## src/rtl/cart_slot_config_pkg.sv

```systemverilog
//------------------------------------------------------------------------------
// cart_slot_config_pkg
//   Shared MSX cartridge types: machine type, decoded cartridge type, mapper,
//   per-slot configuration record, OSD type-selection codes and the state
//   encoding of the configuration-change tracker.
//   Ports: none (package).
//   Rev 1.0 - initial release
//------------------------------------------------------------------------------
`default_nettype none

package cart_slot_config_pkg;

  typedef enum logic {
    MSX1 = 1'b0,
    MSX2 = 1'b1
  } MSX_typ_t;

  // Decoded cartridge type carried in the configuration record.
  typedef enum logic [2:0] {
    CART_TYP_ROM    = 3'd0,
    CART_TYP_SCC    = 3'd1,
    CART_TYP_SCC2   = 3'd2,
    CART_TYP_FM_PAC = 3'd3,
    CART_TYP_MFRSD  = 3'd4,
    CART_TYP_GM2    = 3'd5,
    CART_TYP_FDC    = 3'd6,
    CART_TYP_EMPTY  = 3'd7
  } cart_typ_t;

  typedef logic [3:0] mapper_typ_t;

  typedef struct packed {
    cart_typ_t   typ;
    mapper_typ_t selected_mapper;
    logic [7:0]  selected_sram_size;  // kB
  } config_cart_t;

  // Raw OSD type-selection code per slot.
  typedef enum logic [2:0] {
    CART_SEL_ROM    = 3'd0,
    CART_SEL_SCC    = 3'd1,
    CART_SEL_SCC2   = 3'd2,
    CART_SEL_FM_PAC = 3'd3,
    CART_SEL_MFRSD  = 3'd4,
    CART_SEL_GM2    = 3'd5,
    CART_SEL_FDC    = 3'd6,
    CART_SEL_EMPTY  = 3'd7
  } cart_sel_t;

  // Selection codes that need the slot's extended-type enable bit.
  localparam logic [7:0] EXT_TYP_MASK = 8'b0011_0000;

  typedef enum logic [1:0] {
    IDLE   = 2'd0,
    SETTLE = 2'd1,
    REQ    = 2'd2
  } cfg_state_t;

  // Per-slot tuple whose changes trigger a reload.
  typedef struct packed {
    cart_typ_t   typ;
    mapper_typ_t mapper;
    logic [2:0]  sram;
  } slot_track_t;

endpackage

`default_nettype wire

```

## src/rtl/cart_slot_decode.sv

```systemverilog
//------------------------------------------------------------------------------
// cart_slot_decode
//   Combinational decoder for one cartridge slot: OSD selection codes to a
//   configuration record and OSD hide flags.
//   Ports:
//     msx_type_i      machine type
//     slot_code_i     3-bit type selection
//     mapper_code_i   4-bit mapper selection
//     sram_code_i     3-bit SRAM size selection
//     conf_o          decoded configuration record
//     rom_load_hide_o type is not ROM
//     sram_hide_o     SRAM field does not apply
//     fdc_o           decoded type is FDC
//   Rev 1.0 - initial release
//------------------------------------------------------------------------------
`default_nettype none

module cart_slot_decode
  import cart_slot_config_pkg::*;
#(
  parameter int SLOT_IDX = 0,
  parameter int FDC_SLOT = 0,
  parameter bit EXT_EN   = 1'b0,
  parameter bit SRAM_EN  = 1'b0
) (
  input  MSX_typ_t     msx_type_i,
  input  logic [2:0]   slot_code_i,
  input  logic [3:0]   mapper_code_i,
  input  logic [2:0]   sram_code_i,
  output config_cart_t conf_o,
  output logic         rom_load_hide_o,
  output logic         sram_hide_o,
  output logic         fdc_o
);

  localparam bit FDC_OK = (SLOT_IDX == FDC_SLOT);

  cart_sel_t  w_sel;
  cart_typ_t  w_typ;
  logic [7:0] w_sram_size;
  logic       w_is_rom;

  assign w_sel = cart_sel_t'(slot_code_i);

  always_comb begin
    w_typ = CART_TYP_EMPTY;
    case (w_sel)
      CART_SEL_FDC:   w_typ = (FDC_OK && msx_type_i != MSX2) ? CART_TYP_FDC : CART_TYP_EMPTY;
      CART_SEL_EMPTY: w_typ = CART_TYP_EMPTY;
      // Remaining codes map 1:1 unless they are extended types on a slot
      // that does not support them.
      default:        w_typ = (EXT_TYP_MASK[slot_code_i] && !EXT_EN) ? CART_TYP_EMPTY
                                                                     : cart_typ_t'(slot_code_i);
    endcase
  end

  assign w_is_rom = (w_typ == CART_TYP_ROM);

  // Codes 1..6 select 1..32 kB; auto (0) and none (7) leave the size at 0.
  always_comb begin
    w_sram_size = 8'd0;
    if (SRAM_EN && w_is_rom && mapper_code_i >= 4'd2 &&
        sram_code_i >= 3'd1 && sram_code_i <= 3'd6) begin
      w_sram_size = 8'd1 << (sram_code_i - 3'd1);
    end
  end

  assign conf_o = '{typ:                w_typ,
                    selected_mapper:    mapper_code_i + 4'd2,
                    selected_sram_size: w_sram_size};

  assign rom_load_hide_o = !w_is_rom;
  assign sram_hide_o     = !SRAM_EN || !w_is_rom || (mapper_code_i == 4'd0);
  assign fdc_o           = (w_typ == CART_TYP_FDC);

endmodule

`default_nettype wire

```

## src/rtl/cart_slot_config.sv

```systemverilog
//------------------------------------------------------------------------------
// cart_slot_config
//   Cartridge-slot configuration manager. Registers the per-slot decode and
//   raises a held reload request once a configuration change has stayed
//   stable for SETTLE_CYCLES cycles; the request is retired by reload_ack.
//   Ports:
//     clk, reset            clock, synchronous active-high reset
//     msx_type              machine type
//     slot_sel/mapper_sel/sram_sel  per-slot OSD selections (slot i at 3i / 4i)
//     cart_conf[SLOTS]      registered slot configuration
//     rom_load_hide         per-slot: type is not ROM
//     sram_hide             per-slot: SRAM field does not apply
//     fdc_enabled           MSX2 or any slot decoded as FDC
//     reload_req            settled change pending (held until ack)
//     reload_ack            request consumed
//     changed_mask          slots differing from baseline while reload_req
//   Rev 1.0 - initial release
//------------------------------------------------------------------------------
`default_nettype none

module cart_slot_config
  import cart_slot_config_pkg::*;
#(
  parameter int         SLOTS         = 2,
  parameter int         FDC_SLOT      = 0,
  parameter logic [3:0] EXT_MASK      = 4'b0001,
  parameter logic [3:0] SRAM_MASK     = 4'b0001,
  parameter int         SETTLE_CYCLES = 1024
) (
  input  logic               clk,
  input  logic               reset,
  input  MSX_typ_t           msx_type,
  input  logic [SLOTS*3-1:0] slot_sel,
  input  logic [SLOTS*4-1:0] mapper_sel,
  input  logic [SLOTS*3-1:0] sram_sel,
  output config_cart_t       cart_conf [SLOTS],
  output logic [SLOTS-1:0]   rom_load_hide,
  output logic [SLOTS-1:0]   sram_hide,
  output logic               fdc_enabled,
  output logic               reload_req,
  input  logic               reload_ack,
  output logic [SLOTS-1:0]   changed_mask
);

  localparam int              CNT_W    = $clog2(SETTLE_CYCLES + 1);
  localparam logic [CNT_W-1:0] CNT_LAST = CNT_W'(SETTLE_CYCLES - 1);

  config_cart_t [SLOTS-1:0] conf_d, conf_q;
  slot_track_t  [SLOTS-1:0] cur_d, cur_q, base_q, snap_q;
  logic [SLOTS-1:0]         rom_hide_d, rom_hide_q;
  logic [SLOTS-1:0]         sram_hide_d, sram_hide_q;
  logic [SLOTS-1:0]         fdc_hit_d;
  logic                     fdc_q;
  logic [SLOTS-1:0]         mask_d, mask_q;
  logic                     req_q;
  logic [CNT_W-1:0]         cnt_q;
  cfg_state_t               state_q;

  generate
    for (genvar i = 0; i < SLOTS; i++) begin : g_slot
      cart_slot_decode #(
        .SLOT_IDX (i),
        .FDC_SLOT (FDC_SLOT),
        .EXT_EN   (EXT_MASK[i]),
        .SRAM_EN  (SRAM_MASK[i])
      ) u_decode (
        .msx_type_i      (msx_type),
        .slot_code_i     (slot_sel[3*i +: 3]),
        .mapper_code_i   (mapper_sel[4*i +: 4]),
        .sram_code_i     (sram_sel[3*i +: 3]),
        .conf_o          (conf_d[i]),
        .rom_load_hide_o (rom_hide_d[i]),
        .sram_hide_o     (sram_hide_d[i]),
        .fdc_o           (fdc_hit_d[i])
      );

      // The raw SRAM code is tracked (not the decoded size) so that changing
      // it is noticed even while the size does not apply.
      assign cur_d[i] = '{typ:    conf_d[i].typ,
                          mapper: conf_d[i].selected_mapper,
                          sram:   sram_sel[3*i +: 3]};

      assign cart_conf[i] = conf_q[i];
    end
  endgenerate

  always_comb begin
    mask_d = '0;
    for (int i = 0; i < SLOTS; i++) begin
      mask_d[i] = (snap_q[i] != base_q[i]);
    end
  end

  always_ff @(posedge clk) begin
    // Decode registers follow the inputs in every cycle, including reset.
    conf_q      <= conf_d;
    cur_q       <= cur_d;
    rom_hide_q  <= rom_hide_d;
    sram_hide_q <= sram_hide_d;
    fdc_q       <= (msx_type == MSX2) || (|fdc_hit_d);

    if (reset) begin
      base_q  <= cur_d;
      snap_q  <= cur_d;
      state_q <= IDLE;
      cnt_q   <= '0;
      req_q   <= 1'b0;
      mask_q  <= '0;
    end else begin
      case (state_q)
        IDLE: begin
          if (cur_q != base_q) begin
            snap_q  <= cur_q;
            cnt_q   <= '0;
            state_q <= SETTLE;
          end
        end
        SETTLE: begin
          if (cur_q == base_q) begin
            state_q <= IDLE;
          end else if (cur_q != snap_q) begin
            // Still scrolling: restart the stability window.
            snap_q <= cur_q;
            cnt_q  <= '0;
          end else if (cnt_q == CNT_LAST) begin
            state_q <= REQ;
            req_q   <= 1'b1;
            mask_q  <= mask_d;
          end else begin
            cnt_q <= cnt_q + 1'b1;
          end
        end
        REQ: begin
          // Inputs are ignored here; IDLE re-compares against the new baseline.
          if (reload_ack) begin
            base_q  <= snap_q;
            state_q <= IDLE;
            req_q   <= 1'b0;
            mask_q  <= '0;
          end
        end
        default: begin
          state_q <= IDLE;
          req_q   <= 1'b0;
          mask_q  <= '0;
        end
      endcase
    end
  end

  assign rom_load_hide = rom_hide_q;
  assign sram_hide     = sram_hide_q;
  assign fdc_enabled   = fdc_q;
  assign reload_req    = req_q;
  assign changed_mask  = mask_q;

endmodule

`default_nettype wire

```

## config.mk

```make
export PLATFORM = sky130hd
export DESIGN_NAME = cart_slot_config
export DESIGN_NICKNAME = d
export VERILOG_FILES = /design/src/rtl/cart_slot_config_pkg.sv /design/src/rtl/cart_slot_decode.sv /design/src/rtl/cart_slot_config.sv
export SDC_FILE = /design/constraint.sdc
export NUM_CORES = 1
export LEC_CHECK = 0
export BUFFER_PORTS_ARGS = -buffer_cell sky130_fd_sc_hd__buf_2
export CORE_MARGIN = 2
export CORE_UTILIZATION = 30
export CTS_CLUSTER_SIZE = 10
export DETAILED_ROUTE_END_ITERATION = 7
export GPL_TIMING_DRIVEN = 0
export MAX_ROUTING_LAYER = met4
export PLACE_DENSITY_LB_ADDON = 0.12
export SETUP_SLACK_MARGIN = 0.2
export SLEW_MARGIN = 20
export SYNTH_ARGS = -nofsm -noshare
export SYNTH_HDL_FRONTEND = slang
export SYNTH_HIERARCHICAL = 1
export SYNTH_SLANG_ARGS = --single-unit
```

## constraint.sdc

```tcl
create_clock -name clk -period 3.6 [get_ports clk]
set_input_delay 0.36 -clock clk [delete_from_list [all_inputs] [get_ports clk]]
set_output_delay 0.36 -clock clk [all_outputs]
set_load 0.01 [all_outputs]
```

# Word level (Yosys, flattened, before mapping)
# Memory sizes are Yosys's and may differ from the RTL's.
# Index checks and enable logic that the tools add are counted.
# classes
n_reduce_logical	22
mux	33
shifts	1
n_eq_ne	25
magnitude_cmp	4
n_bitwise	1
add_sub_neg	4
# op_table
op	count
$mux W20	7
$mux W11	4
$ne A20 B20 Y1	2
$pmux W20 S2	1
$pmux W11 S2	1
$eq A20 B20 Y1	1
$ne A10 B10 Y1	2
$eq A3 B3 Y1 const B	6
$ne A3 B3 Y1 const B	6
$mux W2	8
$pmux W2 S3	2
$reduce_and A4 Y1	3
$add A11 B1 Y11 const B	1
$eq A11 B10 Y1 const B	1
$ne A2 B2 Y1 const B	5
$add A4 B2 Y4 const B	2
$shl A1 B3 Y8 const A	1
$logic_not A3 Y1	2
$mux W1	6
$mux W3	2
$pmux W3 S2	1
$reduce_bool A2 Y1	3
$reduce_and A5 Y1	1
$ge A4 B2 Y1 const B	1
other kinds (16)	21
# word_totals
wordCells	117
mem_count	1
input_bits	24
register_bits	88
mem_bits_ro	8
output_inout_bits	38
# memory_table
memory	words	width	rd	rd_clocked_by_memory_dff	write_ports	line_no	rtl
(name not given)	8	1	1	0	0	cart_slot_decode.sv:52	default: w_typ = (EXT_TYP_MASK[slot_code_i] && !EXT_EN) ? CART_TYP_EMPTY

# Depth between registers and ports, before layout
# logic_depth
ltp_word	7
depth_mapped	8
depth_no_buf	7

# Hierarchy
# The synthesis kept the hierarchy.
# modules_own_cells
module	cells_each	area_per_inst_um2	n_inst	seq_area_each_um2
cart_slot_config	398	4227.8	1	2342.2
cart_slot_decode at g_slot[0].u_decode	28	186.4	1	0.0
cart_slot_decode at g_slot[1].u_decode	20	137.6	1	0.0

# Least setup slack after synthesis
# No wires, ideal clock.
# synth_timing
path_type	reg-to-reg
start	register base_q[19] (netlist name)
end	register snap_q[0] (netlist name) (enable)
path_buffers	0
setup_time_ns	0.427
synth_period_minus_slack_ns	2.918
path_slack_ns	0.682
t_required_ns	3.173
stages_incl_launch_ff	6
arrival_time_ns	2.491
path_cell_list	edfxtp_1 > xnor2_1 > nand4_1 > nor3_1 > a31o_2 > o21ai_0
# synth_between
elab_chain_cells	3
elab_cells_between_ends	5
cone_classes	eq/ne: 4; reduce/logical: 1
# synth_rtl
element	line_no	rtl
start: declaration	cart_slot_config.sv:49	slot_track_t [SLOTS-1:0] cur_d, cur_q, base_q, snap_q;
start signal: assignment	cart_slot_config.sv:103	base_q <= cur_d;
start signal: assignment	cart_slot_config.sv:136	base_q <= snap_q;
$eq A20 B20 Y1 or $ne A20 B20 Y1 (tied branches)	cart_slot_config.sv:119, cart_slot_config.sv:112	
$ne A3 B3 Y1 (no line)	--	
$reduce_and A4 Y1 (no line) *	--	
end signal: assignment	cart_slot_config.sv:104	snap_q <= cur_d;
end signal: assignment	cart_slot_config.sv:113	snap_q <= cur_q;
end signal: assignment	cart_slot_config.sv:123	snap_q <= cur_q;
end: declaration	cart_slot_config.sv:49	
# Mark *: on every way between the ends. The rest lies on a longest branch, timed or not.
# A chain may end at the register's enable or synchronous reset.

# Worst setup path after layout
# layout_timing
start	register base_q[1] (netlist name)
end	register snap_q[6] (netlist name) (enable)
# The elaborated chain is that of the path after synthesis.

==> flow_summary.ini <==
[sta]
fin_crit_ns = 2.34
hold_violations = 0
finalSetupViolCount = 0
tns_ns = 0
hold_slack_ns = 0.126
clock_skew_ns = 0.00389
min_period_over_period_pct = 65.1
drv_slew = 0
relSlewSlack_pct = 39.2
tightest_slew_ns = 0.904
rsz0062_at_grt = no
fmaxAchievable_mhz = 427

[layout]
drive_above_1_share_pct = 23.9
fill_cells = 1497
syn2layout_area_growth_pct = 20.0
stdcell_count = 719
antenna_cells = 0
fin_nets = 553

[cts]
cts.sinks = 97
post_cts_buffers = 0
cts.clk_slew.worst_paths_ns = 0.07
clock_path_buffers = 2
cts-buffers-inserted = 9
cts_tree = yes
cts_resized = 0
clk_latency_ns = 0.35
clockRootBuffer = clkbuf_16
htree_levels = 3
cts_hold_buf = 0

[power]
switching_power_uw = 664
internal-power_mw = 1.88
netSwitchingFraction_pct = 26.1
p_comb_share_pct = 10.8
power_frac_seq_pct = 50.1
peakVddDrop_v = 0.000297
power_leakage_nw = 2.33
power_density_nw_per_um2 = 466
p_total_mw = 2.55
p_clk_share_pct = 39.1

[detailed_routing]
drc_errors = 0
wl_per_cell_microns = 15.1
ant_nets = 0
first_pass_iters = 5
vias = 3211
dr.first_iter.drc_count = 203
via_per_inst = 4.47
wirelength_microns = 10800

[global_routing]
grt_pass1_vias = 3226
grt_max_degree = 21
grt.overflow.total = 0
track_usage_pct = 14.5
grt_pass1_wl_microns = 17500
antenna_found_initial = 0

[worst_setup_path]
critPathArrivalTime_ns = 2.45
critPathRequiredTime_ns = 3.71
slowest_delay_ns = 0.54
worstSetupPathType = flip-flop to flip-flop
rrSetupSlack_ns = 1.26
end_kind = flip-flop
r2r_cells = 6
slowest_stage = nor3_1
r2r_end = snap_q[6]
path_cells = xnor2_1 -> nand4_1 -> nor3_1 -> a31o_2 -> o21ai_4 -> buf_16
critPathBufInv = 1
critPathLaunchType = flip-flop
reg2reg_from = base_q[1]
critPathTopFamily = simple AND/OR/NAND/NOR gates
path_max_fanout = 13

[die]
io_pins = 62
die_x_microns = 127
die_h_microns = 127
rows = 45
die-area_sq_um = 16200
initial_core_util_pct = 30.3
coreArea_sq_um = 15000

[logic_synthesis]
synth_flop_cell = dfxtp_1
syn_inst = 446
synth_top_area_share_pct = 26.4
synth_top_cell_by_area = edfxtp_1
async_flop_share_pct = 0
synth.distinct_cells = 48
synth_area_leaders = edfxtp_1, dfxtp_1, xor2_1, o21ai_0, buf_4
synth_most_common_cell = dfxtp_1
netlist_area_sq_um = 4550
postSynthAreaPerCell_sq_um = 10.2
synth_common_cells = dfxtp_1, o21ai_0, inv_1, xor2_1, edfxtp_1
synth-seq-cells = 97
yosysSeqAreaShare_pct = 51.5
ys.warnings.count = 6
synth-edff-count = 40

[place]
gp_congestion = 0.780
dpl.hpwl_microns = 7840
numPortBuffers = 59
dp_cells = 703

[status]
outcome = finished clean

[worst_hold_path]
worstHoldStart = sram_sel[4]
whs_path_depth = 1
hold_path_class = input pin to flip-flop
min_to = cur_q[11]

[job]
drv_cap = 0
[metal layers]
metal	share of wire [%]	vias up	track usage, %
met3	4.5	6	3.81
met1	47	1496	18.5
met5	0	-	-
met4	1.3	0	4.27
li1	-	1635	-
met2	48	74	22.9
[metrics by stage]
| step | instance area (sq um) | setup WS [ns] | utilization [%] |
|---|---|---|---|
| after floorplan | 4590 | 0.682 | - |
| after global placement | 5120 | -0.870 | 34.0 |
| after detailed placement | 5150 | 1.28 | 34.3 |
| after CTS | 5460 | 1.27 | 36.3 |
| after global routing | 5460 | 1.12 | 36.3 |
| final | 5460 | 1.26 | 36.3 |
[worst max path at each step]
stage | from | endpoint | slack [ns] | cells after the start
2_1_floorplan | base_q[19] | snap_q[0] | 0.68 | 5
3_3_place_gp | snap_q[6] | snap_q[10] | -0.87 | 5
3_5_place_dp | base_q[1] | snap_q[10] | 1.28 | 6
4_1_cts | base_q[1] | snap_q[4] | 1.27 | 6
5_1_grt | base_q[1] | snap_q[18] | 1.12 | 6
6_report | base_q[1] | snap_q[6] | 1.26 | 6
[power groups by stage]
stage               Clock, mW  Sequential, mW  Combinational [mW]
floorplan                   0            1.29               0.186
global placement            0            1.30               0.276
detailed placement          0            1.30               0.280
CTS                      1.03            1.28               0.282
global route             1.08            1.28               0.309
finish                  0.995            1.27               0.276
[sequential cells by signal, indices dropped and copies added, names as in the netlist]
signal         flops
sram_hide          2
reload_req         1
cart_conf         16
state_q            2
snap_q            20
rom_load_hide      2
fdc_enabled        1
cnt_q             11
cur_q             20
changed_mask       2
base_q            20
[area by class of cell]
type / instances / area [sq um] / area share (%)
Sequential cell: 97 / 2340 / 42.9
Multi-Input combinational cell: 270 / 1780 / 32.7
Timing Repair Buffer: 60 / 323 / 5.91
Buffer: 42 / 298 / 5.45
Clock buffer: 11 / 264 / 4.83
Tap cell: 188 / 235 / 4.31
Inverter: 46 / 173 / 3.16
Clock inverter: 5 / 42.5 / 0.779
[cells in the final DEF, fill, tap and decap left out, types with 7 or more instances in the layout]
cell        n
a21oi_1    15
o21ai_0    49
clkbuf_1    8
nor3_1      9
nand2_1    35
nand4_1     7
conb_1     12
nand3_1     9
nor4_1     13
inv_1      46
nor2_1     10
buf_2      59
clkbuf_16  10
edfxtp_1   40
buf_4      30
dfxtp_1    57
xor2_1     45
xnor2_1    16
[logic make-up (layout without fill, tap and decap cells)]
group	after synthesis	in the layout	synth area share, %
simple gates	110	110	14.7
flops	97	97	51.5
mux	1	1	0.220
compound gates	82	82	10.2
other cells	3	12	0.247
buf+inv	88	164	10.3
fa+ha+maj	3	3	0.825
xor+xnor	62	62	12.1
Power figures use the tool's default switching activity.
